<file path="config.mk">
export PLATFORM = sky130hd
export DESIGN_NAME = color_step_ctrl
export DESIGN_NICKNAME = d
export VERILOG_FILES = /design/src/rtl/color_step_ctrl.sv
export SDC_FILE = /design/constraint.sdc
export NUM_CORES = 1
export LEC_CHECK = 0
export ABC_AREA = 1
export BUFFER_PORTS_ARGS = -buffer_cell sky130_fd_sc_hd__buf_2
export CAP_MARGIN = 20
export CORE_MARGIN = 2
export CORE_UTILIZATION = 40
export CTS_BUF_LIST = sky130_fd_sc_hd__clkbuf_8
export CTS_CLUSTER_SIZE = 10
export DETAILED_ROUTE_END_ITERATION = 12
export MAX_ROUTING_LAYER = met4
export PLACE_DENSITY_LB_ADDON = 0.12
export RECOVER_POWER = 100
export SYNTH_ARGS = -nofsm -noshare
export SYNTH_HDL_FRONTEND = slang
export SYNTH_SLANG_ARGS = --single-unit
</file>
<file path="constraint.sdc">
create_clock -name clk -period 1.4 [get_ports clk]
set_input_delay 0.28 -clock clk [delete_from_list [all_inputs] [get_ports clk]]
set_output_delay 0.28 -clock clk [all_outputs]
set_load 0.05 [all_outputs]
</file>
<file path="src/rtl/color_step_ctrl.sv">
// Palette stepper: forward/backward keys walk an index through a color ROM with
// hold-then-repeat auto-stepping, and a two-stage fetch pipeline registers the color.
module color_step_ctrl #(
  parameter int NUM_COLORS    = 16,
  parameter int ADDR_W        = 4,
  parameter int HOLD_CYCLES   = 25_000_000,
  parameter int REPEAT_CYCLES = 5_000_000
) (
  input  logic              clk,
  input  logic              reset,
  input  logic              forward,
  input  logic              backward,
  input  logic              lock,
  output logic [ADDR_W-1:0] rom_addr,
  input  logic [23:0]       rom_data,
  output logic [23:0]       colorHex,
  output logic              color_valid,
  output logic              color_changed
);

  localparam int CNT_MAX = (HOLD_CYCLES > REPEAT_CYCLES) ? HOLD_CYCLES : REPEAT_CYCLES;
  localparam int CNT_W   = (CNT_MAX > 1) ? $clog2(CNT_MAX) : 1;
  localparam logic [CNT_W-1:0]  HOLD_LAST   = CNT_W'(HOLD_CYCLES - 1);
  localparam logic [CNT_W-1:0]  REPEAT_LAST = CNT_W'(REPEAT_CYCLES - 1);
  localparam logic [ADDR_W-1:0] IDX_LAST    = ADDR_W'(NUM_COLORS - 1);

  typedef enum logic [1:0] {IDLE, HOLD, REPEAT} state_t;

  state_t            state, state_nxt;
  logic [ADDR_W-1:0] idx;
  logic [CNT_W-1:0]  cnt;
  logic              dir;
  logic              fwd_k, bwd_k, key, same_key;
  logic              step, step_dir, cnt_inc;
  logic              init_done, vld_p0, vld_p1;

  function automatic logic [ADDR_W-1:0] next_index(input logic [ADDR_W-1:0] cur,
                                                   input logic fwd);
    if (fwd) return (cur == IDX_LAST) ? '0 : cur + 1'b1;
    else     return (cur == '0) ? IDX_LAST : cur - 1'b1;
  endfunction

  assign fwd_k    = forward & ~backward & ~lock;
  assign bwd_k    = backward & ~forward & ~lock;
  assign key      = fwd_k | bwd_k;
  // A held key only counts if it is the one that started the press.
  assign same_key = dir ? fwd_k : bwd_k;
  assign rom_addr = idx;

  always_ff @(posedge clk or negedge reset) begin
    if (!reset) state <= IDLE;
    else        state <= state_nxt;
  end

  always_comb begin
    state_nxt = state;
    case (state)
      IDLE:    if (key) state_nxt = HOLD;
      HOLD:    if (!same_key) state_nxt = IDLE;
               else if (cnt == HOLD_LAST) state_nxt = REPEAT;
      REPEAT:  if (!same_key) state_nxt = IDLE;
      default: state_nxt = IDLE;
    endcase
    if (lock) state_nxt = IDLE;
  end

  always_comb begin
    step     = 1'b0;
    step_dir = dir;
    cnt_inc  = 1'b0;
    case (state)
      IDLE: if (key) begin
        step     = 1'b1;
        step_dir = fwd_k;
      end
      HOLD: if (same_key) begin
        if (cnt == HOLD_LAST) step = 1'b1;
        else                  cnt_inc = 1'b1;
      end
      REPEAT: if (same_key) begin
        if (cnt == REPEAT_LAST) step = 1'b1;
        else                    cnt_inc = 1'b1;
      end
      default: ;
    endcase
  end

  always_ff @(posedge clk or negedge reset) begin
    if (!reset) begin
      idx <= '0;
      cnt <= '0;
      dir <= 1'b1;
    end else begin
      cnt <= cnt_inc ? cnt + 1'b1 : '0;
      if (step) begin
        idx <= next_index(idx, step_dir);
        dir <= step_dir;
      end
    end
  end

  // p0: address presented to ROM; p1: ROM data on the bus; load colorHex after p1.
  // Fetches stay in order, so an older one can never land after a newer one.
  always_ff @(posedge clk or negedge reset) begin
    if (!reset) begin
      init_done     <= 1'b0;
      vld_p0        <= 1'b0;
      vld_p1        <= 1'b0;
      colorHex      <= '0;
      color_valid   <= 1'b0;
      color_changed <= 1'b0;
    end else begin
      init_done     <= 1'b1;
      vld_p0        <= step | ~init_done;
      vld_p1        <= vld_p0;
      color_changed <= vld_p1;
      if (vld_p1) colorHex <= rom_data;
      if (step)                   color_valid <= 1'b0;
      else if (vld_p1 && !vld_p0) color_valid <= 1'b1;
    end
  end

endmodule

</file>
==> results of run 1 <==
==> placed cells by master, fill, tap and decap left out, types with 2 or more instances in the layout <==
| cell | count |
|---|---|
| o21ai_1 | 7 |
| xnor2_1 | 2 |
| dfrtp_1 | 56 |
| nand3b_1 | 2 |
| a31oi_1 | 2 |
| nand3_4 | 4 |
| a21oi_2 | 3 |
| clkbuf_2 | 29 |
| nor2_4 | 6 |
| nand2_4 | 6 |
| nand4_1 | 6 |
| buf_4 | 78 |
| nor2_1 | 30 |
| ha_4 | 2 |
| clkbuf_8 | 10 |
| nand3_2 | 2 |
| nand3_1 | 12 |
| a21oi_1 | 8 |
| bufinv_16 | 2 |
| nand2_2 | 12 |
| ha_1 | 4 |
| mux2_2 | 24 |
| clkinv_2 | 2 |
| xor2_1 | 12 |
| buf_6 | 9 |
| nand2_1 | 58 |
| buf_2 | 30 |
| nor2_2 | 11 |
| nor3_2 | 5 |
| inv_2 | 8 |
| inv_1 | 39 |
| nor3_1 | 10 |
| nand2_8 | 2 |
| dfrtp_2 | 4 |
| o21ai_0 | 3 |
==> worst max path at each step <==
stage	slack, ps	endpoint	startpoint	depth (start not counted)
6_report	-330	rom_addr[2]$_DFFE_PN0P_	state[1]$_DFFE_PN0P_	14
5_1_grt	-470	rom_addr[1]$_DFFE_PN0P_	state[1]$_DFFE_PN0P_	14
4_1_cts	-260	rom_addr[1]$_DFFE_PN0P_	state[0]$_DFFE_PN0P_	14
3_5_place_dp	-310	rom_addr[2]$_DFFE_PN0P_	state[0]$_DFFE_PN0P_	14
3_3_place_gp	-260	rom_addr[2]$_DFFE_PN0P_	state[0]$_DFFE_PN0P_	14
2_1_floorplan	-130	rom_addr[3]$_DFFE_PN0P_	state[0]$_DFFE_PN0P_	14
==> state kept, by name, summed over array words and instances (netlist names) <==
signal,flops
cnt,25
color_valid,1
colorHex,24
vld_p0,1
vld_p1,1
state,2
dir,1
rom_addr,4
init_done,1
color_changed,1
==> critical path, cell delays in order (launching register included) <==
cell and delay (ps):
dfrtp_2 430, ha_4 170, inv_2 50, nand2_2 40, nor2_2 90, nand2_1 60, nor2_2 150, nand2_4 70
buf_6 120, nand2_4 80, nand2_4 70, nand2_8 90, nand2_8 70, nand2_2 80, nand2_1 40
==> where the power goes <==
| part | total, mW | leakage [nW] | internal, mW | switching, mW |
|---|---|---|---|---|
| combinational | 2.69 | 1.37 | 1.02 | 1.66 |
| clock | 1.77 | 0.112 | 1.05 | 0.724 |
| sequential | 2.26 | 0.767 | 2.04 | 0.223 |
==> per-layer routing <==
metal	track usage, %	vias up	share of wire [%]
met5	-	-	0
met4	6.62	0	1.7
met3	5.08	11	4.4
met2	27.4	62	46
met1	24.6	1296	48
li1	-	1442	-
==> kinds of logic (layout without fill, tap and decap cells) <==
group	after synthesis	count (layout)	synth area share [%]
xor+xnor	14	14	3.85
buf+inv	53	213	6.68
simple gates	168	169	25.9
flops	61	61	48.0
mux	24	24	8.49
compound gates	26	26	4.24
fa+ha+maj	7	7	2.75
other cells	1	1	0.118
==> final cells by class <==
type | instances | share of cell area (%)
clock buffers | 10 | 2.91
inverters | 47 | 3.73
repair buffers | 150 | 21.6
clock inverters | 6 | 1.82
well taps | 102 | 2.69
flip-flops and latches | 61 | 32.4
multi-input cells | 241 | 34.9
==> through the flow <==
step                power [mW]  util [%]
floorplan                 3.89         -
global placement          4.58      54.4
detailed placement        4.61      54.4
CTS                       6.54      58.9
global route              7.13      61.3
finish                    6.72      61.3
==> what timing repair did <==
action / CTS / global route
endpoints found under the setup margin: 35 / 34
hold endpoints to repair: 60 / 0
gates cloned: 0 / 1
hold buffers: 1 / 0
pin swaps: 5 / 13
resized for setup: 23 / 36
setup buffers: 5 / 8
==> run_results.csv, run 1 <==
group,metric,value,unit
sta,tns,-8380,ps
final_layout,diodes,0,
status,violations,"setup timing",
yosys,synth_area,3180,sq um
sta,finalSetupViolCount,34,
clock_tree,clock_path_buffers,2,
sta,fin_ws,-330,ps
placed_design,dp_hpwl,5460,um
routing,vias,2811,
yosys,synth_top_area_share,47.2,%
sta,skew,10.1,ps
yosys,synth-edff-count,0,
yosys,yosysSeqAreaShare,48.0,%
power,p_leak,2.25,nW
critical_path,crit_path_start_kind,"register",
yosys,synth_top_area_cell,"dfrtp_1",
sta,fin_crit,1730,ps
sta,hold_ws,163,ps
floorplan,fp.dieW,93.2,um
run,max_cap_violations,0,
final_layout,area.sequential,1530,sq um
hold_path,hp-start,"rom_data[20]",
critical_path,ff2ff_setup_slack,-330,ps
floorplan,io-pin-count,59,
floorplan,die_h,93.2,um
critical_path,r2r_cells,14,
final_layout,drive_gt1_share,50.3,%
floorplan,die-area,8690,sq um
sta,finalMaxSlewViolations,0,
yosys,synth_seq_cells,61,
final_layout,fin_area,4740,sq um
critical_path,regToRegEndpoint,"rom_addr[2]$_DFFE_PN0P_",
sta,hold_viol_final,0,
global_route,grt_pass1_vias,2709,
critical_path,crit_arrival,1960,ps
yosys,yosysUniqueCellTypes,32,
clock_tree,cts_tree,"built",
global_route,grt_pass1_wl,12200,um
placed_design,routabilityCongestion,0.856,
clock_tree,clock-sinks,61,
critical_path,path_class,"reg2reg",
final_layout,num-nets-final,546,
clock_tree,htree_levels,3,
sta,period_share,124,%
floorplan,core_area,7730,sq um
clock_tree,root_buffer,"clkbuf_8",
final_layout,multiInputGateArea,1650,sq um
yosys,synth_top_cells_by_count,"nand2_1, dfrtp_1, inv_1, nor2_1, mux2_2",
sta,fmax,578,MHz
final_layout,fillers,640,
clock_tree,path_clk_slew,70,ps
yosys,synth_ff_type,"dfrtp_1",
hold_path,whs_path_depth,2,
yosys,synth_nets,390,
global_route,overflow,0,
clock_tree,cts_made_buffers,9,
routing,vias_per_cell,4.56,
hold_path,worstHoldPathType,"in2reg",
placed_design,portBuffers,58,
global_route,grt_use_total,18.5,%
hold_path,hold_end,"colorHex[20]$_DFFE_PN0P_",
sta,slew-limit-headroom,63.2,%
global_route,antenna_found_initial,0,
critical_path,cp_max_fo,7,
routing,wl_per_cell,12.2,um
global_route,grt_max_degree,25,
critical_path,required,1640,ps
final_layout,finalNonFillerCells,617,
yosys,syn_avg_cell_area,9.00,sq um
clock_tree,clock_latency,340,ps
critical_path,end_kind,"register",
yosys,async_reset_ff_share,100,%
routing,finalWirelength,7550,um
status,status,"finished with violations",
placed_design,dp_slack,-311,ps
floorplan,start_util,41.2,%
yosys,yosys_warnings,0,
critical_path,r2r-start,"state[1]$_DFFE_PN0P_",
yosys,syn_inst,354,
placed_design,dp.cells,586,
yosys,yosysMostFrequentCell,"nand2_1",
power,power.density,1420,nW/um^2
power,peakVddDrop,0.658,mV
final_layout,syn2layout_area_growth,48.7,%
sta,rsz0062_at_grt,"true",
sta,tightest_slew,552,ps
routing,ant_nets,0,
yosys,synth_area_leaders,"dfrtp_1, mux2_2, nand2_1",
routing,first_pass_iters,4,
routing,drt-initial-drc-count,121,
placed_design,place_area,4200,sq um
routing,drc,0,
floorplan,placementRows,32,
(Power assumes the default switching activity.)
==> run 2: changes to the inputs <==
Settings changed: BUFFER_PORTS_ARGS -buffer_cell sky130_fd_sc_hd__buf_2 to -buffer_cell sky130_fd_sc_hd__clkbuf_2, CORE_UTILIZATION 40 to 52, TNS_END_PERCENT set to 5.
==> run 2 against run 1 <==
The run still ends with setup timing left. Combinational power down 16%. Register-to-register slack better by 140 ps. Maximum frequency up 8.7%. Total power decreased by 12%. Global-route usage grew 4.6 points. Via count decreased by 5.4%. Flip-flop and latch count is the same. Sequential share of layout area is 4.0 points higher. First-iteration DRC count down 33%. Cell count is 11% lower. Cell area down 11%. Sequential power hardly changed. Critical path type unchanged. Largest cell class is now flip-flops and latches.
==> run_results.csv, run 2 (same netlist as run 1, synthesis figures left out) <==
group,metric,value,unit
floorplan,core_area,5920,sq um
final_layout,syn2layout_area_growth,32.1,%
placed_design,dp_hpwl,5480,um
global_route,grt_max_degree,27,
sta,period_share,114,%
routing,vias_per_cell,4.83,
critical_path,required,1640,ps
final_layout,diodes,0,
final_layout,regMostFlops,"cnt",
power,peakVddDrop,1.17,mV
sta,tightest_slew,843,ps
final_layout,final_cell_mix,"nand2_1, dfrtp_1, clkbuf_2, buf_4, inv_1",
run,max_cap_violations,0,
sta,skew,6.18,ps
clock_tree,post_cts_buffers,0,
routing,finalWirelength,6970,um
routing,first_pass_iters,4,
sta,slew-limit-headroom,43.8,%
sta,fin_ws,-191,ps
routing,wl_per_cell,12.7,um
final_layout,num-nets-final,506,
placed_design,routabilityCongestion,0.903,
final_layout,fillers,466,
critical_path,path_class,"reg2reg",
critical_path,crit_path_start_kind,"register",
routing,vias,2658,
clock_tree,htree_levels,3,
placed_design,dp.cells,533,
floorplan,die-area,6770,sq um
routing,ant_nets,0,
global_route,grt_pass1_vias,2533,
floorplan,io-pin-count,59,
clock_tree,cts_tree,"built",
routing,drt-initial-drc-count,81,
power,p_leak,2.01,nW
floorplan,start_util,53.8,%
sta,rsz0062_at_grt,"true",
final_layout,largest_reg_flops,25,
final_layout,finalNonFillerCells,550,
placed_design,portBuffers,58,
sta,fin_crit,1590,ps
power,p_total,5.90,mW
hold_path,worstHoldPathType,"in2reg",
clock_tree,clock_path_buffers,2,
clock_tree,root_buffer,"clkbuf_8",
final_layout,layout_commonest_cell,"nand2_1",
floorplan,placementRows,28,
status,status,"finished with violations",
clock_tree,clock_latency,350,ps
global_route,grt_pass1_wl,11200,um
global_route,antenna_found_initial,0,
sta,fmax,629,MHz
critical_path,cp_max_fo,7,
sta,finalMaxSlewViolations,0,
sta,finalSetupViolCount,48,
final_layout,drive_gt1_share,41.5,%
critical_path,end_kind,"register",
status,violations,"setup timing",
clock_tree,clock-sinks,61,
floorplan,fp.dieW,82.3,um
clock_tree,cts_made_buffers,9,
sta,hold_viol_final,0,
power,power.density,1400,nW/um^2
global_route,grt_use_total,23.1,%
global_route,overflow,0,
routing,drc,0,
floorplan,die_h,82.3,um
clock_tree,path_clk_slew,70,ps
critical_path,crit_arrival,1830,ps
==> run 2: cell count changes in the layout (fill, tap and decap cells not counted), sizes merged <==
cell / before / now
buf: 118 / 50
clkbuf: 41 / 70
bufinv: 2 / 0
clkinvlp: 1 / 3
clkinv: 3 / 2
inv: 47 / 48
nand3: 18 / 17
==> run 2: path summary, 6_finish.rpt <==
| path | start | end | slack [ps] | cells after the start |
|---|---|---|---|---|
| setup / recovery | state[1]$_DFFE_PN0P_ | rom_addr[0]$_DFFE_PN0P_ | -190 | 13 |
| hold / removal | rom_data[4] | colorHex[4]$_DFFE_PN0P_ | 160 | 2 |
| setup reg to reg | state[1]$_DFFE_PN0P_ | rom_addr[0]$_DFFE_PN0P_ | -190 | 13 |
| hold reg to reg | vld_p0$_DFF_PN0_ | vld_p1$_DFF_PN0_ | 370 | 0 |
| max in group asynchronous | reset | dir$_DFFE_PN1P_ | 110 | 3 |
| min in group asynchronous | reset | colorHex[2]$_DFFE_PN0P_ | 540 | 2 |
==> run 2: repair_timing <==
action | CTS | global route
hold buffers | 1 | 0
pin swaps | 2 | 1
resized for setup | 17 | 12
endpoints found under the setup margin | 35 | 34
endpoints found under the hold margin | 13 | 0
==> run 2: layer usage <==
layer | GRT usage, % | routed length (um) | vias to the layer above
li1 | - | - | 1358
met1 | 27.9 | 3210 | 1236
met2 | 37.3 | 3370 | 55
met3 | 4.67 | 271 | 9
met4 | 11.0 | 121 | 0
met5 | - | 0 | -
==> run 2: power breakdown <==
group	switching [mW]	internal, mW
registers	0.217	2.03
clock network	0.699	0.681
logic	1.50	0.771
==> run 2: area by class of cell <==
| class | instances | area [sq um] | area share (%) |
|---|---|---|---|
| Timing Repair Buffer | 111 | 701 | 16.7 |
| Sequential cell | 61 | 1530 | 36.4 |
| Multi-Input combinational cell | 240 | 1530 | 36.3 |
| Tap cell | 75 | 93.8 | 2.23 |
| Inverter | 47 | 176 | 4.19 |
| Clock buffer | 10 | 138 | 3.27 |
| Clock inverter | 6 | 40.0 | 0.952 |
==> run 2: critical path, stage by stage, from the launching register on <==
cell     delay (ps)
dfrtp_1         430
ha_4            190
inv_2            40
nand2_1          40
nor2_1          100
nand2_1          70
nor2_2          130
nand2_4          80
nand2_4          80
nand2_4          70
nand2_8          80
nand2_4          70
nand2_1          70
nand2_1          50
==> run 2: per-stage QoR <==
step	setup TNS (ps)	area, sq um	worst slack [ps]	utilization [%]	hold slack [ps]
CTS	-4910	4190	-219	70.8	156
finish	-4970	4210	-191	71.0	163
detailed placement	-5970	3950	-241	66.8	234
global placement	-4340	3950	-181	66.8	236
global route	-11360	4210	-324	71.0	159
floorplan	-2000	3190	-130	-	-15.6
